--- config.mk ---
export PLATFORM = sky130hd
export DESIGN_NAME = zxuno_io_reg_bridge
export DESIGN_NICKNAME = d
export VERILOG_FILES = /design/src/rtl/zxuno_io_reg_bridge.sv
export SDC_FILE = /design/constraint.sdc
export NUM_CORES = 1
export LEC_CHECK = 0
export CAP_MARGIN = 0
export CORE_UTILIZATION = 42
export DETAILED_ROUTE_END_ITERATION = 7
export PLACE_DENSITY = 0.87
export SKIP_LAST_GASP = 1
export SYNTH_ARGS = -nofsm -noshare
export SYNTH_HDL_FRONTEND = slang
export SYNTH_SLANG_ARGS = --single-unit
--- constraint.sdc ---
create_clock -name clk -period 1.8 [get_ports clk]
set_clock_uncertainty 0.05 [all_clocks]
set_input_delay 0.27 -clock clk [delete_from_list [all_inputs] [get_ports clk]]
set_output_delay 0.27 -clock clk [all_outputs]
set_load 0.01 [all_outputs]
--- src/rtl/zxuno_io_reg_bridge.sv ---
// Purpose: decodes Z80 I/O cycles to the register-address/data ports and drives the register file.
// Latency: hit edge + IO_WAIT wait clocks + 1 access clock; read data presented the clock after access.
// Backpressure: holds the CPU with wait_n low through WAIT/ACCESS; read data held until iorq_n rises.
module zxuno_io_reg_bridge #(
  parameter logic [15:0] ADDR_PORT = 16'hFC3B,
  parameter logic [15:0] DATA_PORT = 16'hFD3B,
  parameter int unsigned IO_WAIT   = 2,
  parameter logic [7:0]  RESET_REG = 8'h00
) (
  input  logic        clk,
  input  logic        reset_n,
  input  logic [15:0] a,
  input  logic [7:0]  cpu_dout,
  input  logic        iorq_n,
  input  logic        rd_n,
  input  logic        wr_n,
  input  logic        m1_n,
  output logic        wait_n,
  output logic        bridge_oe,
  output logic [7:0]  cpu_din,
  output logic [7:0]  regaddr,
  output logic        reg_wr_stb,
  output logic [7:0]  reg_wdata,
  output logic        reg_rd_stb,
  input  logic [7:0]  reg_rdata
);

  typedef enum logic [2:0] {IDLE, WAIT, ACCESS, CAPTURE, HOLD} state_t;

  localparam logic [3:0] WAIT_LOAD = (IO_WAIT == 0) ? 4'd0 : 4'(IO_WAIT - 1);

  state_t     state, state_nxt;
  logic [3:0] cnt, cnt_nxt;
  logic       sel_data, sel_data_nxt;   // latched port: 1 = data port, 0 = address port
  logic       is_rd, is_rd_nxt;         // latched direction
  logic [7:0] wdat, wdat_nxt;           // latched CPU write data
  logic       go_access;
  logic       hit;

  logic       wait_n_nxt, bridge_oe_nxt, reg_wr_stb_nxt, reg_rd_stb_nxt;
  logic [7:0] cpu_din_nxt, regaddr_nxt, reg_wdata_nxt;

  // Interrupt acknowledge (m1_n low) and rd+wr together are excluded here.
  assign hit = !iorq_n && m1_n && (rd_n ^ wr_n) && ((a == ADDR_PORT) || (a == DATA_PORT));

  // Next-state and next-output logic; every output is the registered copy of its _nxt value.
  always_comb begin
    state_nxt      = state;
    cnt_nxt        = cnt;
    sel_data_nxt   = sel_data;
    is_rd_nxt      = is_rd;
    wdat_nxt       = wdat;
    go_access      = 1'b0;
    bridge_oe_nxt  = bridge_oe;
    cpu_din_nxt    = cpu_din;
    regaddr_nxt    = regaddr;
    reg_wdata_nxt  = reg_wdata;
    reg_wr_stb_nxt = 1'b0;
    reg_rd_stb_nxt = 1'b0;

    case (state)
      IDLE: begin
        if (hit) begin
          sel_data_nxt = (a == DATA_PORT);
          is_rd_nxt    = !rd_n;
          wdat_nxt     = cpu_dout;
          if (IO_WAIT == 0) begin
            go_access = 1'b1;
          end else begin
            state_nxt = WAIT;
            cnt_nxt   = WAIT_LOAD;
          end
        end
      end
      WAIT: begin
        if (iorq_n) begin
          state_nxt = IDLE;
        end else if (cnt == 4'd0) begin
          go_access = 1'b1;
        end else begin
          cnt_nxt = cnt - 4'd1;
        end
      end
      ACCESS: begin
        // The address write lands at the end of ACCESS even if the CPU aborts in the
        // same clock: like the data-port strobe, the access has already happened.
        if (!is_rd && !sel_data) begin
          regaddr_nxt = wdat;
        end
        if (iorq_n) begin
          state_nxt = IDLE;
        end else begin
          state_nxt = CAPTURE;
          if (is_rd) begin
            bridge_oe_nxt = 1'b1;
            cpu_din_nxt   = sel_data ? reg_rdata : regaddr;
          end
        end
      end
      CAPTURE: begin
        state_nxt = HOLD;
      end
      HOLD: begin
        if (iorq_n) begin
          state_nxt     = IDLE;
          bridge_oe_nxt = 1'b0;
          cpu_din_nxt   = 8'hFF;
        end
      end
      default: begin
        state_nxt = IDLE;
      end
    endcase

    // Strobes are raised on the edge entering ACCESS, so they are high exactly during ACCESS.
    if (go_access) begin
      state_nxt      = ACCESS;
      reg_wr_stb_nxt = !is_rd_nxt && sel_data_nxt;
      reg_rd_stb_nxt = is_rd_nxt && sel_data_nxt;
      if (!is_rd_nxt && sel_data_nxt) begin
        reg_wdata_nxt = wdat_nxt;
      end
    end

    wait_n_nxt = !((state_nxt == WAIT) || (state_nxt == ACCESS));
  end

  // State, latched cycle info and registered outputs.
  always_ff @(posedge clk or negedge reset_n) begin
    if (!reset_n) begin
      state      <= IDLE;
      cnt        <= 4'd0;
      sel_data   <= 1'b0;
      is_rd      <= 1'b0;
      wdat       <= 8'h00;
      wait_n     <= 1'b1;
      bridge_oe  <= 1'b0;
      cpu_din    <= 8'hFF;
      regaddr    <= RESET_REG;
      reg_wr_stb <= 1'b0;
      reg_wdata  <= 8'h00;
      reg_rd_stb <= 1'b0;
    end else begin
      state      <= state_nxt;
      cnt        <= cnt_nxt;
      sel_data   <= sel_data_nxt;
      is_rd      <= is_rd_nxt;
      wdat       <= wdat_nxt;
      wait_n     <= wait_n_nxt;
      bridge_oe  <= bridge_oe_nxt;
      cpu_din    <= cpu_din_nxt;
      regaddr    <= regaddr_nxt;
      reg_wr_stb <= reg_wr_stb_nxt;
      reg_wdata  <= reg_wdata_nxt;
      reg_rd_stb <= reg_rd_stb_nxt;
    end
  end

endmodule
# After elaboration in Yosys (flattened, before gate mapping)
# Index checks and enable logic that the tools add are counted.
# totals
register_bits,45
inputBits,38
output_inout_bits,28
wordCells,80
# classes
add_sub_neg,1
eq_ne,14
muxes,29
bitwise,1
n_reduce_logical,23
# op_table
operator,count
8-bit two-way mux,6
"16-bit equality test, second input constant",2
8-bit case mux with 2 select lines,1
1-bit two-way mux,12
4-bit two-way mux,3
"2-bit inequality test, second input constant",6
3-bit case mux with 4 select lines,1
"3-bit by 2-bit equality test with 1-bit output, second input constant",3
3-bit two-way mux,3
4-bit case mux with 2 select lines,1
4-bit AND reduction,2
"3-bit by 1-bit equality test with 1-bit output, second input constant",2
1-bit logical AND,6
1-bit zero test,6
4-bit zero test,1
2-bit AND reduction,2
2-bit nonzero test,2
"4-bit by 1-bit subtractor with 4-bit output, second input constant",1
"3-bit equality test, second input constant",1
3-bit zero test,1
1-bit logical OR,2
2-bit two-way mux,1
1-bit case mux with 2 select lines,1
2-bit OR reduction,1
1-bit XOR,1

# Depth between registers and ports, before layout
# Gate-level depths: netlist of the first run.
# depth
word_depth,10
ltp_mapped,6
mapped_depth_nobuf,6

# Least setup slack after synthesis of the first run
# No wires, ideal clock.
# synth_path
kind,flip-flop to flip-flop
startpoint,register state[2]
endpoint,register sel_data
setup_ps,125
arrival_ps,1563
t_required_ps,1625
slack_ps,62
path_stages_with_launch,7
path_buffers,2
synth_period_minus_slack_ps,1738
cell_sequence,dfrtp_1 buf_6 or2_4 nor4_4 nand2_2 buf_6 mux2_4
# synth_between
elab_chain_len,2
# synth_rtl
element,line_no,source
"start, declared",32,"state_t state, state_nxt;"
"start signal, assigned",144,state <= state_nxt;
3-bit zero test,61,case (state)
1-bit two-way mux,61,
named net sel_data_nxt,34,"logic sel_data, sel_data_nxt;"
"end signal, assigned",146,sel_data <= sel_data_nxt;
"end, declared",34,
# The timed path passes the listed nets, and every way through them passes these cells.
# A chain may end at the register's enable or synchronous reset.

# Worst setup path after layout of the first run
# layout_path
startpoint,register cnt[0]
endpoint,register reg_wdata[7]
# layout_between
elab_chain_len,5
# layout_rtl
element,line_no,source
"start, declared",33,"logic [3:0] cnt, cnt_nxt;"
"start signal, assigned",145,cnt <= cnt_nxt;
4-bit zero test,78,end else if (cnt == 4'd0) begin
1-bit two-way mux,78,
1-bit two-way mux,76,if (iorq_n) begin
1-bit two-way mux,61,
2-bit AND reduction (no line),n/a,
"end signal, assigned",154,reg_wdata <= reg_wdata_nxt;
"end, declared",23,"output logic [7:0] reg_wdata,"
# Every way passes these cells.

==> results of run 1 <==
[per-stage QoR]
stage	hold WS [ns]	setup WS, ns	utilization, %	std cells
6_report	0.421	0.0720	64.6	310
5_1_grt	0.448	-0.0201	64.6	310
4_1_cts	0.436	0.0126	64.4	310
3_5_place_dp	0.213	-0.180	61.7	301
3_3_place_gp	0.213	-0.174	61.7	301
2_1_floorplan	-0.0756	0.0619	-	157
[registers in the layout, summed over array words and instances, names as in the netlist]
name        flops
wait_n          1
regaddr         8
wdat            8
cnt             4
is_rd           1
reg_rd_stb      1
sel_data        1
reg_wdata       8
cpu_din         8
bridge_oe       1
state           3
reg_wr_stb      1
[layout by cell type (no fill, tap or decap), types with 2 or more instances in the layout]
cell type | Yosys | layout
nand3b_1 | 5 | 5
mux2_4 | 8 | 8
nand4b_1 | 3 | 3
dfrtp_1 | 36 | 36
nand2_1 | 5 | 5
dfstp_2 | 9 | 9
a21oi_1 | 12 | 12
nor4_4 | 3 | 3
clkdlybuf4s50_1 | 0 | 64
buf_4 | 2 | 15
clkbuf_8 | 0 | 6
inv_1 | 6 | 6
nor3_1 | 3 | 3
mux2_2 | 15 | 15
mux2i_1 | 10 | 10
mux2_1 | 2 | 2
o31a_1 | 2 | 2
buf_12 | 0 | 2
nand4bb_1 | 2 | 2
nor2_1 | 10 | 10
[layer usage]
| metal | GRT usage [%] | wire length (um) |
|---|---|---|
| met5 | 0 | 0 |
| met4 | 7.19 | 97 |
| met3 | 3.59 | 179 |
| met2 | 35.8 | 2720 |
| met1 | 24.5 | 2040 |
[kinds of logic (layout without fill, tap and decap cells)]
family          Yosys count  count (layout)  synth area share (%)
compound gates           21              21                  6.39
xor+xnor                  2               2                 0.829
fa+ha+maj                 1               1                 0.592
buf+inv                  11              97                  3.02
flops                    45              45                  53.8
mux                      35              35                  19.5
simple gates             42              42                  15.9
[power by group through the flow]
| stage | Clock [W] | Combinational (W) | Sequential [W] |
|---|---|---|---|
| 3_5_place_dp | 0 | 0.000229 | 0.00109 |
| 6_report | 0.000779 | 0.000234 | 0.00107 |
| 2_1_floorplan | 0 | 0.0000517 | 0.00109 |
| 3_3_place_gp | 0 | 0.000223 | 0.00108 |
| 4_1_cts | 0.000792 | 0.000232 | 0.00107 |
| 5_1_grt | 0.000832 | 0.000257 | 0.00107 |
[how the worst max path moves through the flow]
| stage | startpoint | end | depth (start not counted) |
|---|---|---|---|
| floorplan | state[2] | sel_data | 6 |
| global placement | iorq_n | reg_wdata[7] | 6 |
| detailed placement | iorq_n | reg_wdata[7] | 6 |
| CTS | cnt[0] | reg_wdata[7] | 5 |
| global route | cnt[0] | reg_wdata[7] | 5 |
| finish | cnt[0] | reg_wdata[7] | 5 |
[timing repair]
action / in CTS / in global routing
resized for setup: 0 / 2
endpoints found under the hold margin: 36 / 0
hold buffers: 1 / 0
setup buffers: 0 / 0
endpoints found under the setup margin: 0 / 16
[critical path, delay by kind of cell, from the launching register on]
kind                       cells  cell delay, ns
buffers and inverters          1            0.10
and+or+nand+nor                2            0.48
adders and majority gates      1            0.21
DFF                            1            0.43
muxes                          1            0.36
[cell type report]
type | instances | share of cell area, %
clock buffer | 6 | 2.67
inverter | 6 | 0.728
clock inverter | 2 | 1.21
sequential | 45 | 36.8
multi-input combinational | 101 | 29.8
tap | 67 | 2.71
timing repair buffer | 83 | 26.1
==> run metrics, run 1 <==
Worst-Margin Slew=0.363 ns; fill cell count=348; Critical Path Fanout Max=9; post-synthesis cell count=157; Slew Limit Fails=0; nets@finish=281; syn nets=196; routed len/inst=16.2 um; cell breakdown of the critical path=inv_1 > ha_2 > nor3b_4 > nand4_4 > mux2_1; worst ir drop on vdd=0.682 mV; multi-input logic area=921 um^2; P_sw=0.000431 W; Flop pwr share=51.3%; Yosys cell types=40; Residual DRC=0; number of flops mapped to enable cells by yosys=0; RR Startpoint=cnt[0]; Starting DRT DRC Count=58; fmax=0.579 GHz; Fin Setup TNS=0 ns; # diodes=0; Core Area=4790 um^2; width of the die=72.9 um; clock power share=37.5%; Worst Hold Class=in -> async; CTS buffer count=5; synth-to-layout area growth=46.4%; # rows=25; number of synthesized register bits=45; first-pass GRT wire length=8000 um; critical path type=reg -> reg; gr ovfl total=0; Placer Congestion=0.872; Mapped Area=2110 um^2; Max clock buf depth=2; status=finished clean; sequential share of the synthesized area=53.8%; clock transition at the registers of the reported paths=0.08 ns; main flop type after synthesis=dfrtp_1; power per standard cell area=672 nW/um^2; worst skew pair latency=0.29 ns; Area after DPL=2950 um^2; Routed Antenna Nets=0; Detailed Routing Iterations Pass 1=4; Int Power=0.00165 W; largest net degree at the start of global routing=46; Die Y=72.9 um; Rel. slew slack=75.8%; Max Cap Violations=0; post-DP HPWL=3660 um; overall power=0.00208 W; die area=5320 um^2; count leader, synth=dfrtp_1; reg-to-reg endpoint=reg_wdata[7]; Root Driver=clkbuf_8; Fin. Hold Viols=0; # port buffers=65; CP required=1.93 ns; CP max-delay cell=dfrtp_1; Synth top area share=42.6%; via count of the first global-routing pass=1,669; GRT Overall Usage=20.1%; crit path capture type=flip-flop; setup violators final=0; Gate power share=11.3%; Yosys warning count=0; max incr delay on CP=0.43 ns; Startpoint Class=flip-flop; Synth area leader=dfrtp_1; CTS tree=yes; initial antenna violation count=0; via count=1,557; Final Cell Area=3090 um^2; fin crit share=96.0%; Tmin final=1.73 ns; Post-synth ARST share=100%; FF+latch area=1140 um^2; Vias/cell=5.02; num ports=66; switching share of total power=20.7%; total wire length=5040 um; Syn Area/Cell=13.5 um^2; Leakage=1.40 nW; Initial Utilization=44.2%; share of cells above drive strength 1=30.0%; top cells by area, synth=dfrtp_1, dfstp_2, mux2_2, mux2_4, mux2i_1; H-tree levels=2; synth cell count leaders=dfrtp_1, mux2_2, a21oi_1; reg2reg setup slack=0.07 ns; R2R depth=5; clk sinks=45; CP arrival=1.85 ns
Power figures use the tool's default switching activity.
==> run 2, diff against run 1 <==
Settings changed: CTS_CLUSTER_SIZE set to 40.
==> results of run 2 <==
Same layout as run 1: the final DEF is identical, and so are final timing and power.
==> run 3, diff against run 2 <==
Settings changed: CAP_MARGIN 0 to 20.
==> results of run 3 <==
Same layout as run 1: the final DEF is identical, and so are final timing and power.
